==> src/rtl/wam_game_if.sv <==
// wam_game_if: event bus from the light and keypad controllers into the game core.
//
// Signals:
//   light_valid   pulse, a new light is lit at light_pos
//   light_pos     lit position
//   light_expire  pulse, the current light has turned off
//   key_valid     pulse, a key press has been decoded
//   key           pressed position
//
// Modports:
//   master  the controllers' side; drives every signal
//   slave   the game core's side; samples every signal
interface wam_game_if #(
    parameter int unsigned POS_W = 4
);
    logic             light_valid;
    logic [POS_W-1:0] light_pos;
    logic             light_expire;
    logic             key_valid;
    logic [POS_W-1:0] key;

    modport master (
        output light_valid,
        output light_pos,
        output light_expire,
        output key_valid,
        output key
    );

    modport slave (
        input light_valid,
        input light_pos,
        input light_expire,
        input key_valid,
        input key
    );
endinterface

==> src/rtl/wam_game_core.sv <==
// wam_game_core: whack-a-mole game sequencer.
//
// Walks IDLE -> LOAD -> READY (countdown) -> PLAY -> OVER and owns the score, misses,
// lights shown, lives and game timer for the points, timed and lives modes.
//
// Ports:
//   CLOCK_50      system clock
//   reset         asynchronous, active-low
//   start         one-cycle start/restart pulse, honoured in every state except LOAD
//   mode          00 points, 01 timed, 10 lives, 11 points; sampled in LOAD
//   target_hits   points-mode light count; sampled in LOAD
//   lives_init    lives-mode starting lives; sampled in LOAD, clamped to 1..MAX_LIVES
//   evt           light/key event bus (slave side)
//   state         IDLE=0, LOAD=1, READY=2, PLAY=3, OVER=4
//   flick_en      high only in PLAY
//   clear_n       low only in LOAD
//   ready_count   seconds remaining in the READY countdown
//   score, misses, lights_shown, time_left, lives_left  game counters
//   game_over     high in OVER
//   streak        consecutive hits; tied to 0 unless the bonus is built in
//
// Build option:
//   WAM_STREAK_BONUS_EN  track the hit streak; a hit that brings the streak to a multiple
//                        of 5 scores 2 instead of 1.
module wam_game_core #(
    parameter int unsigned N_LIGHTS      = 9,
    parameter int unsigned POS_W         = 4,
    parameter int unsigned SCORE_W       = 7,
    parameter int unsigned TICKS_PER_SEC = 50_000_000,
    parameter int unsigned READY_SECS    = 5,
    parameter int unsigned TIME_LIMIT    = 60,
    parameter int unsigned MAX_LIVES     = 9
) (
    input  logic               CLOCK_50,
    input  logic               reset,
    input  logic               start,
    input  logic [1:0]         mode,
    input  logic [SCORE_W-1:0] target_hits,
    input  logic [3:0]         lives_init,
    wam_game_if.slave          evt,
    output logic [2:0]         state,
    output logic               flick_en,
    output logic               clear_n,
    output logic [3:0]         ready_count,
    output logic [SCORE_W-1:0] score,
    output logic [SCORE_W-1:0] misses,
    output logic [SCORE_W-1:0] lights_shown,
    output logic [6:0]         time_left,
    output logic [3:0]         lives_left,
    output logic               game_over,
    output logic [3:0]         streak
);

    localparam int unsigned TICK_W = (TICKS_PER_SEC > 1) ? $clog2(TICKS_PER_SEC) : 1;
    localparam logic [TICK_W-1:0] TICK_LAST  = TICK_W'(TICKS_PER_SEC - 1);
    localparam logic [3:0]        READY_INIT = 4'(READY_SECS);
    localparam logic [6:0]        TIME_INIT  = 7'(TIME_LIMIT);
    localparam logic [3:0]        LIVES_MAX  = 4'(MAX_LIVES);
    localparam logic [1:0]        ModeTimed  = 2'b01;
    localparam logic [1:0]        ModeLives  = 2'b10;

    typedef enum logic [2:0] {
        StIdle  = 3'd0,
        StLoad  = 3'd1,
        StReady = 3'd2,
        StPlay  = 3'd3,
        StOver  = 3'd4
    } state_e;

    state_e             state_q;
    logic               flick_en_q;
    logic               clear_n_q;
    logic               game_over_q;
    logic [1:0]         mode_q;
    logic [SCORE_W-1:0] target_q;
    logic [POS_W-1:0]   pos_q;
    logic               armed_q;
    logic [TICK_W-1:0]  tick_q;
    logic [3:0]         ready_count_q;
    logic [SCORE_W-1:0] score_q;
    logic [SCORE_W-1:0] misses_q;
    logic [SCORE_W-1:0] shown_q;
    logic [6:0]         time_left_q;
    logic [3:0]         lives_q;
    logic [3:0]         streak_q;

    // Next values for one PLAY cycle.
    logic               hit;
    logic               key_miss;
    logic               exp_miss;
    logic               light_new;
    logic [1:0]         miss_cnt;
    logic [1:0]         score_inc;
    logic               tick_wrap;
    logic [TICK_W-1:0]  tick_nx;
    logic [SCORE_W:0]   score_sum;
    logic [SCORE_W:0]   miss_sum;
    logic [SCORE_W-1:0] score_nx;
    logic [SCORE_W-1:0] misses_nx;
    logic [SCORE_W-1:0] shown_nx;
    logic               armed_nx;
    logic [POS_W-1:0]   pos_nx;
    logic [3:0]         lives_nx;
    logic [6:0]         time_nx;
    logic [3:0]         streak_nx;
    logic               play_done;
    logic [3:0]         lives_clamped;

    always_comb begin
        lives_clamped = lives_init;
        if (lives_init == 4'd0) begin
            lives_clamped = 4'd1;
        end else if (lives_init > LIVES_MAX) begin
            lives_clamped = LIVES_MAX;
        end
    end

    always_comb begin
        tick_wrap = (tick_q == TICK_LAST);
        tick_nx   = tick_wrap ? '0 : tick_q + TICK_W'(1);

        // The key is judged against the light armed before this cycle; a hit
        // suppresses a same-cycle expire of that light.
        hit       = evt.key_valid && armed_q && (evt.key == pos_q);
        key_miss  = evt.key_valid && !hit;
        exp_miss  = evt.light_expire && armed_q && !hit;
        // Positions off the board are dropped rather than arming an unhittable light.
        light_new = evt.light_valid && (32'(evt.light_pos) < N_LIGHTS);
        miss_cnt  = {1'b0, key_miss} + {1'b0, exp_miss};

`ifdef WAM_STREAK_BONUS_EN
        streak_nx = streak_q;
        score_inc = 2'd1;
        if (hit) begin
            if (streak_q != 4'd15) begin
                streak_nx = streak_q + 4'd1;
                if (streak_nx == 4'd5 || streak_nx == 4'd10 || streak_nx == 4'd15) begin
                    score_inc = 2'd2;
                end
            end
        end else if (key_miss || exp_miss) begin
            streak_nx = 4'd0;
        end
`else
        streak_nx = 4'd0;
        score_inc = 2'd1;
`endif

        score_sum = {1'b0, score_q} + {{(SCORE_W-1){1'b0}}, score_inc};
        score_nx  = score_q;
        if (hit) begin
            score_nx = score_sum[SCORE_W] ? '1 : score_sum[SCORE_W-1:0];
        end

        miss_sum  = {1'b0, misses_q} + {{(SCORE_W-1){1'b0}}, miss_cnt};
        misses_nx = miss_sum[SCORE_W] ? '1 : miss_sum[SCORE_W-1:0];

        shown_nx = shown_q;
        if (light_new && shown_q != '1) begin
            shown_nx = shown_q + SCORE_W'(1);
        end

        armed_nx = armed_q;
        pos_nx   = pos_q;
        if (light_new) begin
            armed_nx = 1'b1;
            pos_nx   = evt.light_pos;
        end else if (hit || exp_miss) begin
            armed_nx = 1'b0;
        end

        lives_nx = lives_q;
        if (mode_q == ModeLives) begin
            lives_nx = (lives_q > {2'b00, miss_cnt}) ? lives_q - {2'b00, miss_cnt} : 4'd0;
        end

        time_nx = time_left_q;
        if (mode_q == ModeTimed && tick_wrap && time_left_q != 7'd0) begin
            time_nx = time_left_q - 7'd1;
        end

        if (mode_q == ModeTimed) begin
            play_done = (time_nx == 7'd0);
        end else if (mode_q == ModeLives) begin
            play_done = (lives_nx == 4'd0);
        end else begin
            play_done = (shown_nx == target_q) && !armed_nx;
        end
    end

    always_ff @(posedge CLOCK_50 or negedge reset) begin
        if (!reset) begin
            state_q       <= StIdle;
            flick_en_q    <= 1'b0;
            clear_n_q     <= 1'b1;
            game_over_q   <= 1'b0;
            mode_q        <= 2'b00;
            target_q      <= '0;
            pos_q         <= '0;
            armed_q       <= 1'b0;
            tick_q        <= '0;
            ready_count_q <= READY_INIT;
            score_q       <= '0;
            misses_q      <= '0;
            shown_q       <= '0;
            time_left_q   <= TIME_INIT;
            lives_q       <= 4'd0;
            streak_q      <= 4'd0;
        end else if (start && state_q != StLoad) begin
            // Counters are zeroed on entry so LOAD already shows a fresh game.
            state_q     <= StLoad;
            flick_en_q  <= 1'b0;
            clear_n_q   <= 1'b0;
            game_over_q <= 1'b0;
            score_q     <= '0;
            misses_q    <= '0;
            shown_q     <= '0;
            streak_q    <= 4'd0;
            armed_q     <= 1'b0;
            tick_q      <= '0;
        end else begin
            unique case (state_q)
                StIdle: begin
                end
                StLoad: begin
                    state_q       <= StReady;
                    clear_n_q     <= 1'b1;
                    mode_q        <= mode;
                    target_q      <= target_hits;
                    lives_q       <= lives_clamped;
                    ready_count_q <= READY_INIT;
                    time_left_q   <= TIME_INIT;
                    tick_q        <= '0;
                    armed_q       <= 1'b0;
                end
                StReady: begin
                    tick_q <= tick_nx;
                    if (tick_wrap) begin
                        ready_count_q <= (ready_count_q > 4'd1) ? ready_count_q - 4'd1 : 4'd0;
                        if (ready_count_q <= 4'd1) begin
                            state_q    <= StPlay;
                            flick_en_q <= 1'b1;
                        end
                    end
                end
                StPlay: begin
                    if (mode_q == ModeTimed) begin
                        tick_q <= tick_nx;
                    end
                    score_q     <= score_nx;
                    misses_q    <= misses_nx;
                    shown_q     <= shown_nx;
                    armed_q     <= armed_nx;
                    pos_q       <= pos_nx;
                    lives_q     <= lives_nx;
                    time_left_q <= time_nx;
                    streak_q    <= streak_nx;
                    if (play_done) begin
                        state_q     <= StOver;
                        flick_en_q  <= 1'b0;
                        game_over_q <= 1'b1;
                    end
                end
                StOver: begin
                end
                default: begin
                    state_q <= StIdle;
                end
            endcase
        end
    end

    assign state        = state_q;
    assign flick_en     = flick_en_q;
    assign clear_n      = clear_n_q;
    assign game_over    = game_over_q;
    assign ready_count  = ready_count_q;
    assign score        = score_q;
    assign misses       = misses_q;
    assign lights_shown = shown_q;
    assign time_left    = time_left_q;
    assign lives_left   = lives_q;
    assign streak       = streak_q;

endmodule

==> src/flat_wrapper.sv <==
// flat-port wrapper written by rule: the top's interface ports become plain ports
module wam_game_core_flat 
#(
    parameter int unsigned N_LIGHTS      = 9,
    parameter int unsigned POS_W         = 4,
    parameter int unsigned SCORE_W       = 7,
    parameter int unsigned TICKS_PER_SEC = 50_000_000,
    parameter int unsigned READY_SECS    = 5,
    parameter int unsigned TIME_LIMIT    = 60,
    parameter int unsigned MAX_LIVES     = 9
)
  (CLOCK_50, reset, start, mode, target_hits, lives_init, state, flick_en, clear_n, ready_count, score, misses, lights_shown, time_left, lives_left, game_over, streak, evt_light_valid, evt_light_pos, evt_light_expire, evt_key_valid, evt_key);
  wam_game_if #(.POS_W(POS_W)) evt_i ();
  input  logic CLOCK_50;
  input  logic reset;
  input  logic start;
  input  logic [1:0] mode;
  input  logic [SCORE_W-1:0] target_hits;
  input  logic [3:0] lives_init;
  output logic [2:0] state;
  output logic flick_en;
  output logic clear_n;
  output logic [3:0] ready_count;
  output logic [SCORE_W-1:0] score;
  output logic [SCORE_W-1:0] misses;
  output logic [SCORE_W-1:0] lights_shown;
  output logic [6:0] time_left;
  output logic [3:0] lives_left;
  output logic game_over;
  output logic [3:0] streak;
  input wire logic [$bits(evt_i.light_valid)-1:0] evt_light_valid;
  input wire logic [$bits(evt_i.light_pos)-1:0] evt_light_pos;
  input wire logic [$bits(evt_i.light_expire)-1:0] evt_light_expire;
  input wire logic [$bits(evt_i.key_valid)-1:0] evt_key_valid;
  input wire logic [$bits(evt_i.key)-1:0] evt_key;
  assign evt_i.light_valid = evt_light_valid;
  assign evt_i.light_pos = evt_light_pos;
  assign evt_i.light_expire = evt_light_expire;
  assign evt_i.key_valid = evt_key_valid;
  assign evt_i.key = evt_key;
  wam_game_core #(.N_LIGHTS(N_LIGHTS), .POS_W(POS_W), .SCORE_W(SCORE_W), .TICKS_PER_SEC(TICKS_PER_SEC), .READY_SECS(READY_SECS), .TIME_LIMIT(TIME_LIMIT), .MAX_LIVES(MAX_LIVES)) u_core (.CLOCK_50(CLOCK_50), .reset(reset), .start(start), .mode(mode), .target_hits(target_hits), .lives_init(lives_init), .evt(evt_i), .state(state), .flick_en(flick_en), .clear_n(clear_n), .ready_count(ready_count), .score(score), .misses(misses), .lights_shown(lights_shown), .time_left(time_left), .lives_left(lives_left), .game_over(game_over), .streak(streak));
endmodule
==> config.mk <==
export PLATFORM = sky130hd
export DESIGN_NAME = wam_game_core_flat
export DESIGN_NICKNAME = d
export VERILOG_FILES = /design/src/rtl/wam_game_if.sv /design/src/rtl/wam_game_core.sv /design/src/flat_wrapper.sv
export SDC_FILE = /design/constraint.sdc
export NUM_CORES = 1
export LEC_CHECK = 0
export CAP_MARGIN = 30
export CORE_MARGIN = 8
export CORE_UTILIZATION = 55
export DETAILED_ROUTE_END_ITERATION = 7
export PLACE_DENSITY = 0.86
export SLEW_MARGIN = 10
export SYNTH_ARGS = -nofsm -noshare
export SYNTH_HDL_FRONTEND = slang
export SYNTH_SLANG_ARGS = --single-unit
==> constraint.sdc <==
create_clock -name CLOCK_50 -period 3.5 [get_ports CLOCK_50]
set_clock_uncertainty 0.05 [all_clocks]
set_input_delay 0.35 -clock CLOCK_50 [delete_from_list [all_inputs] [get_ports CLOCK_50]]
set_output_delay 0.35 -clock CLOCK_50 [all_outputs]
set_load 0.05 [all_outputs]
# Word level (Yosys, flattened, before mapping)
# Cells that the tools add are included.
# Widths: inputs -> output; s select.
[word_totals]
regBits = 86
output_inout_bits = 46
[classes]
bitwise_logic = 1
n_addsub = 8
n_reduce_logical = 38
n_eq_ne = 17
order_cmp = 5
muxes = 47
[ops]
columns = ["op", "count"]
rows = [
  ["$mux 26", 3],
  ["$pmux 26 s3", 1],
  ["$mux 7", 11],
  ["$mux 4", 8],
  ["$add 26x1->26 const B", 1],
  ["$eq 26x26->1 const B", 1],
  ["$pmux 4 s2", 2],
  ["$ne 3x1->1 const B", 5],
  ["$mux 1", 14],
  ["$pmux 7 s2", 1],
  ["$mux 3", 4],
  ["$pmux 3 s4", 1],
  ["$reduce_bool 2->1", 6],
  ["$logic_and 1x1->1", 11],
  ["$reduce_and 2->1", 5],
  ["$add 7x1->8 const B", 1],
  ["$add 7x2->8", 1],
  ["$logic_not 4->1", 2],
  ["$reduce_and 4->1", 2],
  ["$add 7x1->7 const B", 1],
  ["$eq 7x7->1", 1],
  ["$logic_not 7->1", 1],
  ["$ne 7x7->1 const B", 1],
  ["$reduce_bool 7->1", 1],
  ["25 further kinds", 31],
]

# Depth between registers and ports, before layout
[depth]
depth_word = 14
ltp_mapped = 15
depth_no_buf = 15

# Least setup slack after synthesis
# OpenSTA, ideal clock, no wires.
[synth_timing]
kind = "register to register"
start = "register u_core.pos_q[3]"
end = "register u_core.state_q[2], in the netlist u_core.state[2]"
n_path_buf = 0
period_less_slack_ns = 3.083
path_stages_with_launch = 16
setup_ns = 0.122
slack_ns = 0.417
arrival_time_ns = 2.912
t_required_ns = 3.328
path_cell_list = "dfrtp_1 xnor2_1 nand3_1 nor2_1 nand2_1 and2_1 ha_1 inv_1 ha_1 nor2b_1 or4_1 nor3_1 a21o_1 nor4_1 a211o_1 a32o_1"
[synth_between]
elab_chain_cells = 13
elab_cells_between_ends = 20
[synth_rtl]
columns = ["item", "line", "rtl"]
rows = [
  ["start, declared", "wam_game_core.sv:76", "logic [POS_W-1:0] pos_q;"],
  ["start signal, assigned", "wam_game_core.sv:254", "pos_q <= pos_nx;"],
  ["$eq 4x4->1 *", "wam_game_core.sv:124", "hit = evt.key_valid && armed_q && (evt.key == pos_q);"],
  ["$logic_and 1x1->1 *", "wam_game_core.sv:124", ""],
  ["$logic_not 1->1", "wam_game_core.sv:125, wam_game_core.sv:126", ""],
  ["$logic_and 1x1->1 (on tied branches)", "wam_game_core.sv:125, wam_game_core.sv:126", ""],
  ["$add 1x1->2 / $logic_or 1x1->1 (equally long branches)", "wam_game_core.sv:129, wam_game_core.sv:168", ""],
  ["$sub 4x2->4, or another cell as far along", "wam_game_core.sv:174", "lives_nx = (lives_q > {2'b00, miss_cnt}) ? lives_q - {2'b00, miss_cnt} : 4'd0;"],
  ["$mux 4 / $mux 1 (equally long branches)", "wam_game_core.sv:174, wam_game_core.sv:165", ""],
  ["$mux 4 / $logic_not 1->1 (equally long branches)", "wam_game_core.sv:173, wam_game_core.sv:187", ""],
  ["$logic_not 4->1 / $logic_and 1x1->1 (equally long branches)", "wam_game_core.sv:185, wam_game_core.sv:187", ""],
  ["$mux 1 *", "wam_game_core.sv:184", "end else if (mode_q == ModeLives) begin"],
  ["$mux 1 *", "wam_game_core.sv:182", "if (mode_q == ModeTimed) begin"],
  ["$ne 3x1->1 (no line) *", "n/a", ""],
  ["$reduce_and 4->1 (no line) *", "n/a", ""],
  ["end signal, assigned", "wam_game_core.sv:193", "state_q <= StIdle;"],
  ["end signal, assigned", "wam_game_core.sv:211", "state_q <= StLoad;"],
  ["end signal, assigned", "wam_game_core.sv:226", "state_q <= StReady;"],
  ["end, declared", "wam_game_core.sv:70", "state_e state_q;"],
]
# Every way passes the cells marked *; elsewhere a longest branch is shown, timed or not.
# A chain may end at the register's enable or synchronous reset.

# Worst setup path after layout
[layout_timing]
start = "input evt_key[3]"
end = "register u_core.state_q[2], in the netlist u_core.state[2]"
[layout_between]
elab_chain_cells = 13
elab_cells_between_ends = 20
[layout_rtl]
columns = ["item", "line", "rtl"]
rows = [
  ["start, declared", "flat_wrapper.sv:35", "input wire logic [$bits(evt_i.key)-1:0] evt_key;"],
  ["$eq 4x4->1 *", "wam_game_core.sv:124", ""],
  ["$logic_and 1x1->1 *", "wam_game_core.sv:124", ""],
  ["$logic_not 1->1", "wam_game_core.sv:125, wam_game_core.sv:126", ""],
  ["$logic_and 1x1->1 (on tied branches)", "wam_game_core.sv:125, wam_game_core.sv:126", ""],
  ["$add 1x1->2 / $logic_or 1x1->1 (equally long branches)", "wam_game_core.sv:129, wam_game_core.sv:168", ""],
  ["$sub 4x2->4, or another cell as far along", "wam_game_core.sv:174", ""],
  ["$mux 4 / $mux 1 (equally long branches)", "wam_game_core.sv:174, wam_game_core.sv:165", ""],
  ["$mux 4 / $logic_not 1->1 (equally long branches)", "wam_game_core.sv:173, wam_game_core.sv:187", ""],
  ["$logic_not 4->1 / $logic_and 1x1->1 (equally long branches)", "wam_game_core.sv:185, wam_game_core.sv:187", ""],
  ["$mux 1 *", "wam_game_core.sv:184", ""],
  ["$mux 1 *", "wam_game_core.sv:182", ""],
  ["$ne 3x1->1 (no line) *", "n/a", ""],
  ["$reduce_and 4->1 (no line) *", "n/a", ""],
]
# Marks and branches as above.

==> impl_metrics.csv <==
group,metric,value,unit
synth,yosys_warnings,0,
cts,cts_buffers,9,
min_path,worstHoldPathType,"in -> async",
drt,wl_per_cell,16.8,um
power_and_ir_drop,leakagePower,2.45,nW
critical_path,r2r_cells,15,
placement,pre_cts_slack,-208,ps
power_and_ir_drop,fin_total_pwr,0.00366,W
floorplan,die-area,0.0120,sq mm
critical_path,cp_top_family,"adder cells",
critical_path,critical_path.cell_chain,"clkdlybuf4s50_1, xnor2_1, nand3_1, nor2_2, nand2_1, and2_1, ha_1, ha_1, fa_2, a21oi_2, nor3_1, nor3_1, a21o_1, nor4_1, a211o_1, a32o_1",
synth,yosysUniqueCellTypes,62,
global_routing,grt_pass1_wl,21.3,mm
cells_and_area,drive_above_1_share,8.07,%
critical_path,startpoint_type,"primary input",
status,run_status,"finished clean",
drt,dr_total_vias,4508,
cells_and_area,area_growth_syn_to_layout,21.9,%
critical_path,crit_cells,16,
floorplan,pin_count,73,
floorplan,fp.coreArea,0.00859,sq mm
cts,clock_latency,350,ps
synth,postSynthAreaPerCell,8.63,sq um
critical_path,path_buf_inv,1,
sta,period_share,93.9,%
synth,async_flop_share,100,%
sta,max_freq,304,MHz
cts,cts_tree,"built",
floorplan,initial_core_util,55.9,%
sta,worstMarginPinSlew,733,ps
sta,drv_slew,0,
cells_and_area,nFillCells,645,
synth,syn_area,0.00480,sq mm
drt,met2RoutedLength,5.89,mm
cells_and_area,fin_nets,668,
synth,synth_edf_count,0,
drt,firstDrtPassIters,5,
critical_path,end_kind,"flip-flop",
critical_path,crit_slowest_cell,"clkdlybuf4s50_1",
critical_path,crit_arrival,3470,ps
drt,drt-met1-wl,5.40,mm
sta,setup_ws,214,ps
cts,clkTransAtPathRegs,80,ps
floorplan,core.rowCount,34,
global_routing,grt_pass1_vias,4461,
global_routing,grt_start_max_net_pins,53,
critical_path,critical_path_class,"in -> reg",
critical_path,cp_slowest_stage_delay,480,ps
placement,place.gp.congestion,0.923,
placement,hpwl,9.17,mm
drt,drc,0,
sta,hold_viol_final,0,
sta,grt_setup_unrepaired,"no",
cts,root_buffer,"clkbuf_8",
global_routing,grt_usage,21.9,%
cts,cts_sinks,82,
cells_and_area,diodes,0,
sta,slew-limit-headroom,50.9,%
cts,h-tree-depth,3,
drt,drt_iter0_drc,388,
drt,route.met3.wl,844,um
power_and_ir_drop,power_per_cell_area,625,mW/mm^2
drt,ant_nets,0,
sta,setup_viol,0,
flow_run,drv_cap,0,
cts,max-clock-path-buffers,2,
synth,synth_seq_area_share,42.9,%
drt,vias_per_cell,6.09,
critical_path,cp.required,3690,ps
critical_path,path_max_fanout,5,
sta,finalCriticalPeriod,3290,ps
synth,syn_inst,557,
cells_and_area,postLayoutCoreUtil,68.2,%
drt,wirelength,12.4,mm
power_and_ir_drop,ir_drop,0.579,mV
placement,portBuffers,68,
global_routing,antenna_found_initial,0,
global_routing,grt.overflow.total,0,
drt,top_layer,"met4",
synth,synth_top_flop_cell,"dfrtp_1",
sta,holdWs,408,ps
floorplan,chipWidth,109,um
synth,synth-seq-cells,82,
floorplan,dieHeight,109,um
report_power, final:
| group | leakage [nW] | internal [W] | switching, W |
|---|---|---|---|
| Clock | 0.101 | 0.000404 | 0.000345 |
| Sequential | 1.08 | 0.00113 | 0.000208 |
| Combinational | 1.27 | 0.000563 | 0.00102 |
| Total | 2.45 | 0.00209 | 0.00157 |
cell type report:
type	instances	area (sq um)	area share, %
Multi-Input combinational cell	430	2570	43.9
Sequential cell	82	2060	35.2
Timing Repair Buffer	80	791	13.5
Clock buffer	12	135	2.31
Tap cell	108	135	2.31
Inverter	24	90.1	1.54
Clock inverter	4	76.3	1.30
cell usage after synthesis, drive strengths merged (6+ instances only):
| master | instances | area share [%] |
|---|---|---|
| a21oi | 26 | 2.7 |
| a22o | 8 | 1.5 |
| a31oi | 12 | 1.6 |
| and3 | 10 | 1.3 |
| and4 | 6 | 1.1 |
| clkbuf | 19 | 1.5 |
| dfrtp | 75 | 39 |
| dfstp | 7 | 3.8 |
| ha | 12 | 3.1 |
| inv | 24 | 1.9 |
| mux2 | 6 | 1.4 |
| nand2 | 73 | 5.7 |
| nand2b | 7 | 0.91 |
| nand3 | 20 | 2.2 |
| nand4 | 12 | 1.6 |
| nor2 | 55 | 4.3 |
| nor3 | 14 | 1.7 |
| o21ai | 68 | 7.1 |
| or2 | 6 | 0.78 |
| xnor2 | 11 | 2.0 |
| xor2 | 13 | 2.4 |
cells in the final DEF, fill, tap and decap left out, drive strengths merged, types with 12 or more instances in the layout:
cell type      instances
nand3                 20
nor3                  14
a31oi                 12
nand4                 12
buf                   12
nor2                  55
o21ai                 68
dfrtp                 75
inv                   24
clkbuf                12
a21oi                 26
nand2                 73
clkdlybuf4s50         67
xor2                  13
ha                    12
layer usage:
| layer | GRT usage, % | vias up |
|---|---|---|
| met3 | 4.10 | 29 |
| met5 | 0 | - |
| met1 | 28.5 | 2181 |
| met2 | 35.5 | 167 |
| met4 | 8.29 | 0 |
| li1 | - | 2131 |
metrics by stage:
stage | cells | instance area, sq um | setup TNS, ps
3_3_place_gp | 722 | 5600 | -108
6_report | 740 | 5860 | 0
5_1_grt | 740 | 5860 | 0
3_5_place_dp | 723 | 5630 | -724
4_1_cts | 740 | 5850 | 0
2_1_floorplan | 560 | 4820 | 0
logic make-up after synthesis:
kind of cell | after synthesis | synth area share (%)
xor+xnor | 24 | 4.37
buf+inv | 48 | 4.06
flops | 82 | 42.9
fa+ha+maj | 14 | 3.96
simple gates | 228 | 23.5
other cells | 1 | 0.0781
mux | 9 | 2.03
compound gates | 151 | 19.1
sequential cells by signal (all words and copies together), names as in the netlist:
signal and count:
u_core.armed_q 1, u_core.mode_q 2, u_core.lights_shown 7, u_core.lives_left 4, u_core.target_q 7, u_core.clear_n 1
u_core.game_over 1, u_core.flick_en 1, u_core.score 7, u_core.ready_count 4, u_core.misses 7, u_core.tick_q 26
u_core.pos_q 4, u_core.time_left 7, u_core.state 3
path summary, 6_finish.rpt:
path,start,endpoint,slack [ps]
worst max-delay path,evt_key[3],u_core.state[2],210
worst min register to register,u_core.tick_q[15],u_core.tick_q[15],460
worst max register to register,u_core.pos_q[2],u_core.state[2],260
worst min-delay path,reset,u_core.lights_shown[2],410
max in group asynchronous,reset,u_core.time_left[5],2330
min in group CLOCK_50,u_core.tick_q[15],u_core.tick_q[15],460
repair_timing:
action,in CTS,in global routing
hold buffers,1,0
setup endpoints to repair,0,4
gates resized for setup,0,4
hold endpoints to repair,27,0
buffers inserted,0,0
No activity file was read; power rests on OpenSTA's default activity.
